**config.mk**
```make
export PLATFORM = sky130hd
export DESIGN_NAME = dft_addsub_sched
export DESIGN_NICKNAME = d
export VERILOG_FILES = /design/src/rtl/dft_addsub_sched.sv
export SDC_FILE = /design/constraint.sdc
export NUM_CORES = 1
export LEC_CHECK = 0
export BUFFER_PORTS_ARGS = -buffer_cell sky130_fd_sc_hd__buf_2
export CAP_MARGIN = 40
export CORE_AREA = 2 2 158 160
export CTS_BUF_LIST = sky130_fd_sc_hd__clkbuf_4 sky130_fd_sc_hd__clkbuf_8 sky130_fd_sc_hd__clkbuf_16
export DETAILED_ROUTE_END_ITERATION = 10
export DIE_AREA = 0 0 160 162
export SLEW_MARGIN = 15
export SYNTH_ARGS = -nofsm -noshare
export SYNTH_HDL_FRONTEND = slang
export SYNTH_SLANG_ARGS = --single-unit
```
**constraint.sdc**
```tcl
create_clock -name clk -period 2 [get_ports clk]
set_input_delay 0.1 -clock clk [delete_from_list [all_inputs] [get_ports clk]]
set_output_delay 0.1 -clock clk [all_outputs]
set_load 0.02 [all_outputs]
```
**src/rtl/dft_addsub_sched.sv**
```systemverilog
// Round-robin scheduler sharing one DFT adder-subtractor among N_REQ requesters.
// Optional macro DFT_ADDSUB_SCHED_LOCK_EN adds req_lock so a granted requester keeps priority for bursts.
module dft_addsub_sched #(
  parameter int DATA_W     = 32,
  parameter int N_REQ      = 4,
  parameter int ADDSUB_LAT = 1
) (
  input  logic                    clk,
  input  logic                    rst,
  input  logic [N_REQ-1:0]        req_valid,
  output logic [N_REQ-1:0]        req_ready,
  input  logic [N_REQ-1:0]        req_addsub,
  input  logic [N_REQ*DATA_W-1:0] req_a,
  input  logic [N_REQ*DATA_W-1:0] req_b,
`ifdef DFT_ADDSUB_SCHED_LOCK_EN
  input  logic [N_REQ-1:0]        req_lock,
`endif
  output logic                    as_addsub,
  output logic [DATA_W-1:0]       as_data_a,
  output logic [DATA_W-1:0]       as_data_b,
  input  logic [DATA_W-1:0]       as_result,
  output logic [N_REQ-1:0]        rsp_valid,
  output logic [DATA_W-1:0]       rsp_data
);

  localparam int PTR_W = (N_REQ > 1) ? $clog2(N_REQ) : 1;

  logic [PTR_W-1:0]  ptr_q, ptr_d;
  logic              gnt_any;
  logic [PTR_W-1:0]  gnt_id;
  logic              lock_g;

  logic              as_addsub_q, as_addsub_d;
  logic [DATA_W-1:0] as_data_a_q, as_data_a_d;
  logic [DATA_W-1:0] as_data_b_q, as_data_b_d;

  // Stage 0 is the issue stage, alongside the as_* registers; the last stage aligns with as_result.
  logic [ADDSUB_LAT:0]            tag_vld_q, tag_vld_d;
  logic [ADDSUB_LAT:0][PTR_W-1:0] tag_id_q, tag_id_d;

  always_comb begin
    int idx;
    gnt_any = 1'b0;
    gnt_id  = '0;
    idx     = 0;
    for (int k = 0; k < N_REQ; k++) begin
      idx = int'(ptr_q) + k;
      if (idx >= N_REQ) idx = idx - N_REQ;
      if (!gnt_any && req_valid[idx[PTR_W-1:0]]) begin
        gnt_any = 1'b1;
        gnt_id  = idx[PTR_W-1:0];
      end
    end
  end

`ifdef DFT_ADDSUB_SCHED_LOCK_EN
  assign lock_g = req_lock[gnt_id];
`else
  assign lock_g = 1'b0;
`endif

  assign req_ready = (gnt_any && !rst) ? (N_REQ'(1) << gnt_id) : '0;

  always_comb begin
    ptr_d       = ptr_q;
    as_addsub_d = as_addsub_q;
    as_data_a_d = as_data_a_q;
    as_data_b_d = as_data_b_q;
    if (gnt_any) begin
      if (lock_g)
        ptr_d = gnt_id;
      else if (gnt_id == PTR_W'(N_REQ - 1))
        ptr_d = '0;
      else
        ptr_d = gnt_id + PTR_W'(1);
      as_addsub_d = req_addsub[gnt_id];
      as_data_a_d = req_a[int'(gnt_id)*DATA_W +: DATA_W];
      as_data_b_d = req_b[int'(gnt_id)*DATA_W +: DATA_W];
    end
  end

  always_comb begin
    tag_vld_d    = '0;
    tag_id_d     = '0;
    tag_vld_d[0] = gnt_any;
    tag_id_d[0]  = gnt_id;
    for (int k = 1; k <= ADDSUB_LAT; k++) begin
      tag_vld_d[k] = tag_vld_q[k-1];
      tag_id_d[k]  = tag_id_q[k-1];
    end
  end

  always_ff @(posedge clk or posedge rst) begin
    if (rst) begin
      ptr_q       <= '0;
      as_addsub_q <= 1'b0;
      as_data_a_q <= '0;
      as_data_b_q <= '0;
      tag_vld_q   <= '0;
      tag_id_q    <= '0;
    end else begin
      ptr_q       <= ptr_d;
      as_addsub_q <= as_addsub_d;
      as_data_a_q <= as_data_a_d;
      as_data_b_q <= as_data_b_d;
      tag_vld_q   <= tag_vld_d;
      tag_id_q    <= tag_id_d;
    end
  end

  assign as_addsub = as_addsub_q;
  assign as_data_a = as_data_a_q;
  assign as_data_b = as_data_b_q;
  assign rsp_valid = tag_vld_q[ADDSUB_LAT] ? (N_REQ'(1) << tag_id_q[ADDSUB_LAT]) : '0;
  assign rsp_data  = as_result;

endmodule
```
; ---- Word-level counts from Yosys, hierarchy flattened
; Index checks and enable logic that the tools add are counted.
[op_classes]
add_sub_neg = 8
multipliers = 0
n_div = 0
order_cmp = 9
eq_ne = 1
shifts = 4
n_mux = 25
n_bitwise = 0
reduce_logical = 8
[op_table]
columns = cell, count
row1 = 128-bit by 8-bit indexed part select with 32-bit output, 2
row2 = 2-bit 2-to-1 mux, 9
row3 = 2-bit by 3-bit less-than comparator with 1-bit output (second input constant), 5
row4 = 1-bit binary-select mux with 2-bit select, 5
row5 = 3-bit >= comparator (second input constant), 3
row6 = 1-bit 2-to-1 mux, 9
row7 = 4-bit 2-to-1 mux, 2
row8 = 1-bit by 2-bit left shift with 4-bit output (first input constant), 2
row9 = 2-bit by 1-bit subtractor with 2-bit output (second input constant), 4
row10 = 2-bit by 2-bit adder with 3-bit output (second input constant), 2
row11 = 1-bit logical AND, 4
row12 = 1-bit zero test, 4
row13 = 2-bit by 1-bit adder with 3-bit output (second input constant), 1
row14 = 2-bit by 3-bit >= comparator with 1-bit output (second input constant), 1
row15 = 2-bit by 1-bit adder with 2-bit output (second input constant), 1
row16 = 2-bit == test (second input constant), 1
[word_totals]
reg_bits = 73
latch_bits = 0
mem_bits_rw = 0
mem_bits_ro = 0
elab_cells = 62
mem_count = 0

; ---- Longest topological paths before layout
; Gate-level depths: netlist of the first run.
[depth]
depth_word = 16
mapped_depth = 10

; ---- Worst setup path before layout of the first run
; OpenSTA, ideal clock, no wires.
[synth_path]
kind = input port to output port
startpoint = input rst
endpoint = output req_ready[0]
t_arrival_ns = 2.123
required_ns = 1.900
slack_ns = -0.223
stages = 2
n_path_buf = 0
path_cell_list = inv_1 -> and3_1
[synth_via]
elab_chain_cells = 3
[synth_rtl]
columns = item, line_no
row1 = start: declaration, 9  ; input logic rst,
row2 = 1-bit zero test (no line), --
row3 = 1-bit logical AND, 62  ; assign req_ready = (gnt_any && !rst) ? (N_REQ'(1) << gnt_id) : '0;
row4 = 4-bit 2-to-1 mux, 62
row5 = end: declaration, 11  ; output logic [N_REQ-1:0] req_ready,
; Every way passes these cells.

; ---- Final worst setup path of the first run
[layout_path]
startpoint = register ptr_q[1]
endpoint = output req_ready[2]
[layout_via]
elab_chain_cells = 16
elab_cells_between_ends = 40
cone_classes = add/sub (7) / order compare (4) / shift (1) / mux (21) / reduce/logical (7)
[layout_rtl]
columns = item, line_no
row1 = start: declaration, 28  ; logic [PTR_W-1:0] ptr_q, ptr_d;
row2 = start signal: assignment, 102  ; ptr_q <= ptr_d;
row3 = "parallel branches: the longest is 15 deep, another holds 2-bit by 1-bit adder with 3-bit output", --
row4 = 4-bit 2-to-1 mux *, 62
; Every way passes the cells marked *. The select of a mux whose other input is x is not followed.

==> results of run 1 <==
-- final cells by class --
cell class	count	share of cell area
Timing Repair Buffer	407	0.336
Antenna cell	2	0.000643
Clock buffer	9	0.0289
Clock inverter	7	0.0130
Sequential cell	73	0.235
Multi-Input combinational cell	484	0.330
Inverter	4	0.00402
Tap cell	324	0.0520
-- worst max-delay path, cell delays in order (launching register included) --
cell      delay, ns
dfrtp_1        0.42
or3b_1         0.40
o221a_4        0.17
clkinv_8       0.09
ha_2           0.16
and3_1         0.17
buf_6          0.13
-- kinds of logic (layout without fill, tap and decap cells) --
group | Yosys count | after routing | share of synthesized area
AOI/OAI and AO/OA | 77 | 77 | 0.139
and+or+nand+nor | 405 | 405 | 0.360
other | 0 | 2 | 0
adders and majority gates | 1 | 1 | 0.00263
DFF | 73 | 73 | 0.383
muxes | 1 | 1 | 0.00210
buffers and inverters | 88 | 427 | 0.113
-- power groups by stage --
stage | Clock (mW) | Combinational, mW | Sequential, mW
3_3_place_gp | 0 | 4.78 | 2.62
2_1_floorplan | 0 | 2.26 | 3.42
3_5_place_dp | 0 | 4.81 | 2.62
4_1_cts | 1.92 | 5.37 | 2.62
5_1_grt | 1.98 | 6.11 | 2.71
6_report | 1.85 | 5.69 | 2.62
-- cells in the final DEF, fill, tap and decap left out, types with 5 or more instances in the layout --
cell type and count:
buf_4 12, buf_12 7, nand2_1 260, a311oi_2 20
a311oi_1 45, clkbuf_16 13, nor2_1 69, dlygate4sd3_1 36
and3_1 67, buf_2 335, dfrtp_1 73, buf_16 5
buf_6 6
-- final timing paths --
| check | to | cells past startpoint | start |
|---|---|---|---|
| worst max-delay path | req_ready[2] | 6 | ptr_q[1] |
| worst min-delay path | as_data_b[28] | 3 | req_b[60] |
| worst max register to register | as_data_b[29] | 7 | ptr_q[1] |
| worst min register to register | tag_id_q[3] | 0 | tag_id_d[3] |
| max in group asynchronous | as_data_b[9] | 4 | rst |
| min in group asynchronous | as_data_a[12] | 3 | rst |
-- sequential cells by signal (all words and copies together), names as in the netlist --
name / flops
as_data_a: 32
as_data_b: 32
ptr_q: 2
tag_id_d: 2
tag_id_q: 2
tag_vld_q: 2
as_addsub: 1
-- per-stage QoR --
step	worst slack, ns	std cells
after floorplan	0.0895	645
after global placement	0.0925	1241
after detailed placement	0.00556	1241
after CTS	0.00696	1305
after global routing	-0.0688	1308
final	0.0135	1310
-- repair_timing --
item                       CTS  global route
setup buffers                8             0
cloned                       4             4
resized for setup           13            35
hold buffers                36             0
hold endpoints to repair    34             0
pin swaps                    3             4
setup endpoints to repair    5            59
-- routing by layer --
| metal | routed length (µm) | share of wire |
|---|---|---|
| met1 | 8730 | 0.40 |
| met2 | 10700 | 0.50 |
| met3 | 1510 | 0.070 |
| met4 | 618 | 0.029 |
| met5 | 0 | 0 |
==> impl_results.md, run 1 <==
* CTS Buf Count at 9
* Initial antenna violation count at 1
* Main flop type after synthesis: dfrtp_1
* Crit share post-route at 0.993
* WP data arrival at 1.89 ns
* Fillers at 2607
* Startpoint types: flip-flop
* Combinational group share of total power at 0.560
* Fin nets at 1278
* Htree depth at 3
* Pwr Density at 1300 mW/mm²
* Critical path capture point type: output port
* Syn_nets at 944
* Grt met3 use at 0.0363
* Die area at 0.0259 mm²
* Flop pwr share at 0.258
* Critical Path RT at 1.90 ns
* Hold crit path type: primary input to flip-flop
* Fin crit period at 1.99 ns
* Port Buffers at 338
* Hpwl dp at 14500 µm
* Pin count of the biggest net entering global routing at 43
* IO Pins at 403
* Drt first pass iters at 4
* Internal power at 5.66 mW
* Synth warnings at 0
* Routed Antenna Nets at 0
* Setup CP Type: flip-flop to output port
* Post-Route Utilization at 0.323
* Crit-path max FO at 6
* Overflow after GRT at 0
* Max VDD drop at 0.395 mV
* Slew headroom at 0.639
* Worst-Margin Slew at 0.542 ns
* Skew-Pair Late Insertion Delay at 0.34 ns
* Synth top area share at 0.383
* Gpl congestion at 0.833
* Share of layout cells above drive strength 1 at 0.426
* Multi-input gate area at 0.00257 mm²
* Clock transition at path regs at 0.07 ns
* Vias in the first global route at 5927
* Status: complete, no violations
* Pwr Total at 10.2 mW
* DRT iter0 DRCs at 452
* Commonest cells in the netlist: nand2_1, dfrtp_1, and3_1, nor2_1, a311oi_1
* Seq/Total Area, Yosys at 0.383
* Final slew viol count at 0
* GR Util met2 at 0.275
* First-pass GRT wire length at 31400 µm
* R2R Setup Slk at 0.07 ns
* Hold_ws at 0.0170 ns
* Via count at 5949
* Switching power at 4.50 mW
* GR peak layer: met2
* Post-synthesis instance total at 645
* Clock Power Share at 0.182
* Synth Register Bits at 73
* Clock Tree Buf Depth at 2
* RSZ-0062 raised after global routing: yes
* CTS root buf: clkbuf_16
* GRT met1 Usage at 0.176
* Die Span Y at 162 µm
* CTS tree: done
* Vias per inst at 4.54
* Register area at 0.00183 mm²
* Initial Util at 0.198
* DRC at 0
* Asr flop ratio synth at 1.00
* Row count at 57
* Final hold viol count at 0
* Syn_area_per_cell at 7.39 µm²
* Most common cell in the netlist: nand2_1
* DIE WIDTH at 160 µm
* TNS Setup at 0 ns
* Max Freq at 0.503 GHz
* Worst Clk Skew at 0.0108 ns
* Post-route cell area at 0.00779 mm²
* Yosys cell types at 27
* Layout area overhead at 63.5%
* Clk sinks at 73
* Switch share at 0.443
* Synth area leader: dfrtp_1
* Number of setup violations in the final report at 0
* Top cells by area, synth: dfrtp_1, nand2_1, a311oi_1
* Post-Route WL at 21600 µm
* Post-synth EDFFs at 0
* Max Cap Violations at 0
* Synthesized cell area at 0.00476 mm²
* Overall routing resource usage at 0.154
* CORE AREA at 0.0241 mm²
* Placed Area at 0.00662 mm²
* LEAKAGE at 4.02 nW
* Mean routed wirelength per cell at 16.5 µm
Note: power is estimated with default switching activity, not from simulation.
==> inputs of run 2 (changes only) <==
CORE_AREA = 2 2 156 158   (was 2 2 158 160)
DIE_AREA = 0 0 158 160   (was 0 0 160 162)
==> impl_results.md, run 2 (synthesized netlist as in run 1, its figures left out) <==
* Status: finished, violations left
* Failing checks: setup timing
* Hold_ws at 0.0117 ns (-0.00526 ns)
* Non-filler cells, final at 1309 (-0.076%)
* Max Cap Violations at 0 (unchanged)
* Fillers at 2552 (-2.1%)
* Via count at 6121 (+2.9%)
* Worst-path cell chain: or3b_1, o221a_4, clkinv_8, buf_12, buf_8, clkbuf_16, nand2_1, and3_1, a311oi_1
* DRC at 0 (unchanged)
* RR Endpoint: as_data_b[4]
* Mean routed wirelength per cell at 17.6 µm (+6.5%)
* Post-route cell area at 0.00808 mm² (+3.7%)
* CTS tree: done
* Pwr Density at 1360 mW/mm² (+4.2%)
* Initial antenna violation count at 1 (unchanged)
* Layout area overhead at 69.6%
* Hpwl dp at 14200 µm (-2.2%)
* Max VDD drop at 0.390 mV (-1.2%)
* Cells on worst reg2reg path at 9 (+2)
* Overall routing resource usage at 0.163 (+0.00955)
* Worst path slowest cell: dfrtp_1
* CTS root buf: clkbuf_16
* R2R Setup Slk at -0.08 ns (-0.15 ns)
* Pin count of the biggest net entering global routing at 37 (-14%)
* Placed Area at 0.00660 mm² (-0.23%)
* Vias in the first global route at 6055 (+2.2%)
* Critical Path RT at 2.23 ns (+0.33 ns)
* Pwr Total at 11.0 mW (+8.1%)
* Routed Antenna Nets at 0 (unchanged)
* Post-Route WL at 23000 µm (+6.4%)
* Row count at 57 (unchanged)
* Worst Clk Skew at 0.0107 ns (-0.0000483 ns)
* RSZ-0062 raised after global routing: yes
* Diode count at 0 (-2)
* CTS Buf Count at 9 (unchanged)
* Die area at 0.0253 mm² (-2.5%)
* Setup crit end: as_data_b[4]
* Initial Util at 0.200 (+0.00237)
* Htree depth at 3 (unchanged)
* Final slew viol count at 0 (unchanged)
* Final hold viol count at 0 (unchanged)
* Reg-to-reg startpoint: ptr_q[1]
* Number of setup violations in the final report at 12 (+12)
* Clock transition at path regs at 0.07 ns (about the same)
* Vias per inst at 4.68 (+3.0%)
* DIE WIDTH at 158 µm (-1.3%)
* LEAKAGE at 4.12 nW (+2.6%)
* First-pass GRT wire length at 31300 µm (-0.33%)
* Worst setup startpoint: ptr_q[1]
* Worst path max stage delay at 0.43 ns (about the same)
* Cells after DPL at 1244 (+0.24%)
* Gpl congestion at 0.852 (+2.2%)
* Fin nets at 1279 (+0.078%)
* Overflow after GRT at 0 (unchanged)
* CORE AREA at 0.0238 mm² (-1.2%)
* Top Family by Delay on Critical Path: simple AND/OR/NAND/NOR gates
* IO Pins at 403 (unchanged)
* Hold crit path type: primary input to flip-flop
* Setup ws final at -0.0837 ns (-0.0973 ns)
* Crit share post-route at 1.04 (+0.0486)
* Skew-Pair Late Insertion Delay at 0.34 ns (about the same)
* CP Depth at 9 (+3)
* GR Util met2 at 0.298 (+0.0221)
* Slew headroom at 0.682 (+0.0435)
* DRT iter0 DRCs at 349 (-23%)
* Grt met3 use at 0.0331 (-0.00315)
* GRT met1 Usage at 0.182 (+0.00571)
* GR peak layer: met2
* Share of layout cells above drive strength 1 at 0.477 (+0.0513)
* Most common cell after layout, fill and taps aside: buf_2
* Fin crit period at 2.08 ns (+0.0973 ns)
* Startpoint types: flip-flop
* WP buf/inv at 4 (+2)
* Max Freq at 0.480 GHz (-4.7%)
* WP data arrival at 2.31 ns (+0.42 ns)
* Clock Tree Buf Depth at 2 (unchanged)
* Drt first pass iters at 5 (+1)
* Setup CP Type: flip-flop to flip-flop
* TNS Setup at -0.233 ns (-0.233 ns)
* Critical path capture point type: flip-flop
* Clk sinks at 73 (unchanged)
* Crit-path max FO at 9 (+3)
* Worst-Margin Slew at 0.477 ns (-0.0652 ns)
* Die Span Y at 160 µm (-1.2%)
* Port Buffers at 338 (unchanged)
* Commonest non-fill, non-tap cells in the layout: buf_2, nand2_1, dfrtp_1
-- run 2: changes by cell type in the layout (fill, tap and decap cells not counted), moves of 4 or more --
| cell | previous run | this run |
|---|---|---|
| dlygate4sd3_1 | 36 | 16 |
| a311oi_1 | 45 | 33 |
| a311oi_2 | 20 | 32 |
| and3_1 | 67 | 55 |
| and3_4 | 2 | 14 |
| buf_4 | 12 | 20 |
| nand2_1 | 260 | 254 |
| nand2_2 | 1 | 7 |
| buf_8 | 1 | 5 |
| clkbuf_16 | 13 | 17 |
-- run 2: worst min path at each step --
stage / startpoint / end / slack [ns] / depth (start not counted)
finish: req_a[57] / as_data_a[25] / 0.01 / 3
global route: req_a[31] / as_data_a[31] / 0.008 / 3
CTS: req_a[19] / as_data_a[19] / 0.0003 / 3
detailed placement: rst / as_data_a[11] / 0.06 / 2
global placement: rst / as_data_a[11] / 0.06 / 2
floorplan: req_addsub[0] / as_addsub / 0.25 / 2
-- run 2: what timing repair did --
item                       4_1_cts  5_1_grt
hold endpoints to repair        19        0
hold buffers                    16        0
setup endpoints to repair        6       69
pin swaps                        3        7
setup buffers                   13        6
gates resized for setup         26       70
gates cloned                     7        9
-- run 2: tightest hold or removal path, delay by kind of cell --
family	cells	cell delay, ns
buf+inv	1	0.09
compound gates	1	0.08
simple gates	1	0.05
-- run 2: stage by stage --
step,setup slack [ns],utilization
after floorplan,0.0895,-
after global placement,0.0557,0.277
after detailed placement,-0.0206,0.277
after CTS,-0.0419,0.315
after global routing,-0.121,0.339
final,-0.0837,0.339
-- run 2: final cells by class --
cell class	instances	area (µm²)	area share
multi-input cells	484	2730	0.338
repair buffers	407	2750	0.340
flip-flops and latches	73	1830	0.226
clock buffers	10	239	0.0296
inverters	4	31.3	0.00387
clock inverters	6	90.1	0.0111
repair inverters	1	8.76	0.00108
well taps	324	405	0.0502
-- run 2: where the power goes --
part,leakage [nW],switching [mW],internal (mW),total [mW]
registers,0.835,0.419,2.19,2.61
clock network,0.159,0.702,1.13,1.83
logic,3.13,3.64,2.89,6.54
total,4.12,4.76,6.22,11.0
-- run 2: metal layers --
metal | share of wire | vias up | wire (µm)
li1 | - | 2828 | -
met1 | 0.39 | 2930 | 8880
met2 | 0.52 | 320 | 11900
met3 | 0.071 | 41 | 1630
met4 | 0.025 | 2 | 575
met5 | 0.00048 | - | 11
==> inputs of run 3 (changes only) <==
CAP_MARGIN = unset   (was 40)
MAX_ROUTING_LAYER = met4   (was unset)
==> impl_results.md, run 3 (synthesized netlist as in run 1, its figures left out) <==
* Pin count of the biggest net entering global routing at 37 (unchanged)
* Initial Util at 0.200 (unchanged)
* Failing checks: setup timing
* Crit share post-route at 1.04 (-0.00181)
* Skew-Pair Late Insertion Delay at 0.34 ns (about the same)
* Most common cell after layout, fill and taps aside: buf_2
* Layout area overhead at 71.1%
* Slew headroom at 0.677 (-0.00496)
* Overall routing resource usage at 0.168 (+0.00439)
* DRT iter0 DRCs at 459 (+32%)
* Drt first pass iters at 7 (+2)
* Max Cap Violations at 0 (unchanged)
* Gpl congestion at 0.865 (+1.6%)
* Pwr Density at 1370 mW/mm² (+0.62%)
* Worst-Margin Slew at 0.484 ns (+0.00744 ns)
* LEAKAGE at 4.16 nW (+0.93%)
* Pwr Total at 11.1 mW (+1.5%)
* Setup ws final at -0.0801 ns (+0.00362 ns)
* GR Util met2 at 0.295 (-0.00277)
* WP data arrival at 2.31 ns (about the same)
* Grt met3 use at 0.0290 (-0.00407)
* Die area at 0.0253 mm² (unchanged)
* Final slew viol count at 0 (unchanged)
* Crit-path max FO at 9 (unchanged)
* Clock Tree Buf Depth at 2 (unchanged)
* Critical Path RT at 2.23 ns (about the same)
* First-pass GRT wire length at 31300 µm (-0.18%)
* TNS Setup at -0.264 ns (-0.0310 ns)
* Status: finished, violations left
* Routed Antenna Nets at 0 (unchanged)
* Die Span Y at 160 µm (unchanged)
* Number of setup violations in the final report at 11 (-1)
* Worst path slowest cell: dfrtp_1
* Initial antenna violation count at 1 (unchanged)
* DIE WIDTH at 158 µm (unchanged)
* Port Buffers at 338 (unchanged)
* Final hold viol count at 0 (unchanged)
* Vias per inst at 4.72 (+0.93%)
* Hold crit path type: primary input to flip-flop
* Share of layout cells above drive strength 1 at 0.478 (+0.000575)
* Top Family by Delay on Critical Path: simple AND/OR/NAND/NOR gates
* Worst path max stage delay at 0.42 ns (about the same)
* Row count at 57 (unchanged)
* Max VDD drop at 0.391 mV (+0.32%)
* Post-Route WL at 23500 µm (+2.4%)
* Clock transition at path regs at 0.07 ns (about the same)
* Non-filler cells, final at 1313 (+0.31%)
* WP buf/inv at 4 (unchanged)
* Htree depth at 3 (unchanged)
* Vias in the first global route at 6048 (-0.12%)
* Worst-path cell chain: or3b_1, o221a_4, clkinv_8, buf_12, buf_8, clkbuf_16, nand2_1, and3_1, a311oi_1
* CORE AREA at 0.0238 mm² (unchanged)
* Max Freq at 0.481 GHz (+0.17%)
* Cells after DPL at 1244 (unchanged)
* GRT met1 Usage at 0.185 (+0.00253)
* Fin nets at 1282 (+0.23%)
* Startpoint types: flip-flop
* Worst Clk Skew at 0.00750 ns (-0.00323 ns)
* Commonest non-fill, non-tap cells in the layout: buf_2, nand2_1, dfrtp_1
* CTS root buf: clkbuf_16
* Critical path capture point type: flip-flop
* Mean routed wirelength per cell at 17.9 µm (+2.1%)
* Fin crit period at 2.08 ns (-0.00362 ns)
* Hpwl dp at 14200 µm (unchanged)
* Setup CP Type: flip-flop to flip-flop
* DRC at 0 (unchanged)
* IO Pins at 403 (unchanged)
* CTS Buf Count at 9 (unchanged)
* Via count at 6197 (+1.2%)
* GR peak layer: met2
* CTS tree: done
* RSZ-0062 raised after global routing: yes
* Overflow after GRT at 0 (unchanged)
* Clk sinks at 73 (unchanged)
run 3: cell types whose count changed in the layout (fill, tap and decap cells not counted):
cell,previous run,this run
and3_1,55,58
and3_4,14,11
a311oi_1,33,31
a311oi_2,32,34
clkbuf_16,17,19
buf_12,8,9
buf_8,5,6
clkbuf_8,2,1
diode_2,0,1
run 3: routing by layer:
metal,vias to the layer above,part of all wire
met5,-,0
met1,2985,0.40
li1,2831,-
met2,341,0.51
met3,40,0.064
met4,0,0.026
run 3: worst reg2reg max path: stages (launching register included):
cell and delay, ns:
dfrtp_1 0.42, or3b_1 0.41, o221a_4 0.17, clkinv_8 0.07
buf_12 0.12, buf_8 0.14, clkbuf_16 0.16, nand2_1 0.05
and3_1 0.16, a311oi_1 0.25
run 3: worst paths after layout:
kind,slack [ns],depth (start not counted),startpoint,endpoint
min in group asynchronous,0.28,3,rst,as_data_a[13]
worst max register to register,-0.08,9,ptr_q[1],as_data_b[4]
max in group asynchronous,0.97,4,rst,as_data_b[19]
worst min-delay path,0.01,3,req_b[50],as_data_b[18]
worst max-delay path,-0.08,9,ptr_q[1],as_data_b[4]
worst min register to register,0.35,0,tag_vld_q[0],tag_vld_q[1]
run 3: cell type report:
type	count	area [µm²]
Tap cell	324	405
Multi-Input combinational cell	484	2730
Antenna cell	1	2.50
Inverter	4	31.3
Fill cell	2541	15700
Clock buffer	10	239
Clock inverter	6	90.1
Sequential cell	73	1830
Timing Repair Buffer	410	2820
Timing Repair inverter	1	8.76
run 3: power breakdown:
| part | total, mW | switching [mW] | internal (mW) | leakage, nW |
|---|---|---|---|---|
| combinational | 6.69 | 3.71 | 2.98 | 3.17 |
| sequential | 2.62 | 0.426 | 2.19 | 0.835 |
| clock | 1.84 | 0.709 | 1.13 | 0.159 |
run 3: repair_timing:
action,4_1_cts,5_1_grt
resized for setup,26,70
endpoints found under the hold margin,19,0
cloned,7,11
pin swaps,3,9
endpoints found under the setup margin,6,69
hold buffers,16,0
setup buffers,13,7
run 3: metrics by stage:
stage / setup slack (ns) / hold WS, ns / util / area (µm²)
after global routing: -0.120 / 0.00964 / 0.342 / 8150
after floorplan: 0.0895 / 0.251 / - / 4770
after global placement: 0.0557 / 0.0571 / 0.277 / 6600
final: -0.0801 / 0.0120 / 0.342 / 8150
after detailed placement: -0.0206 / 0.0615 / 0.277 / 6600
after CTS: -0.0419 / 0.000285 / 0.315 / 7490
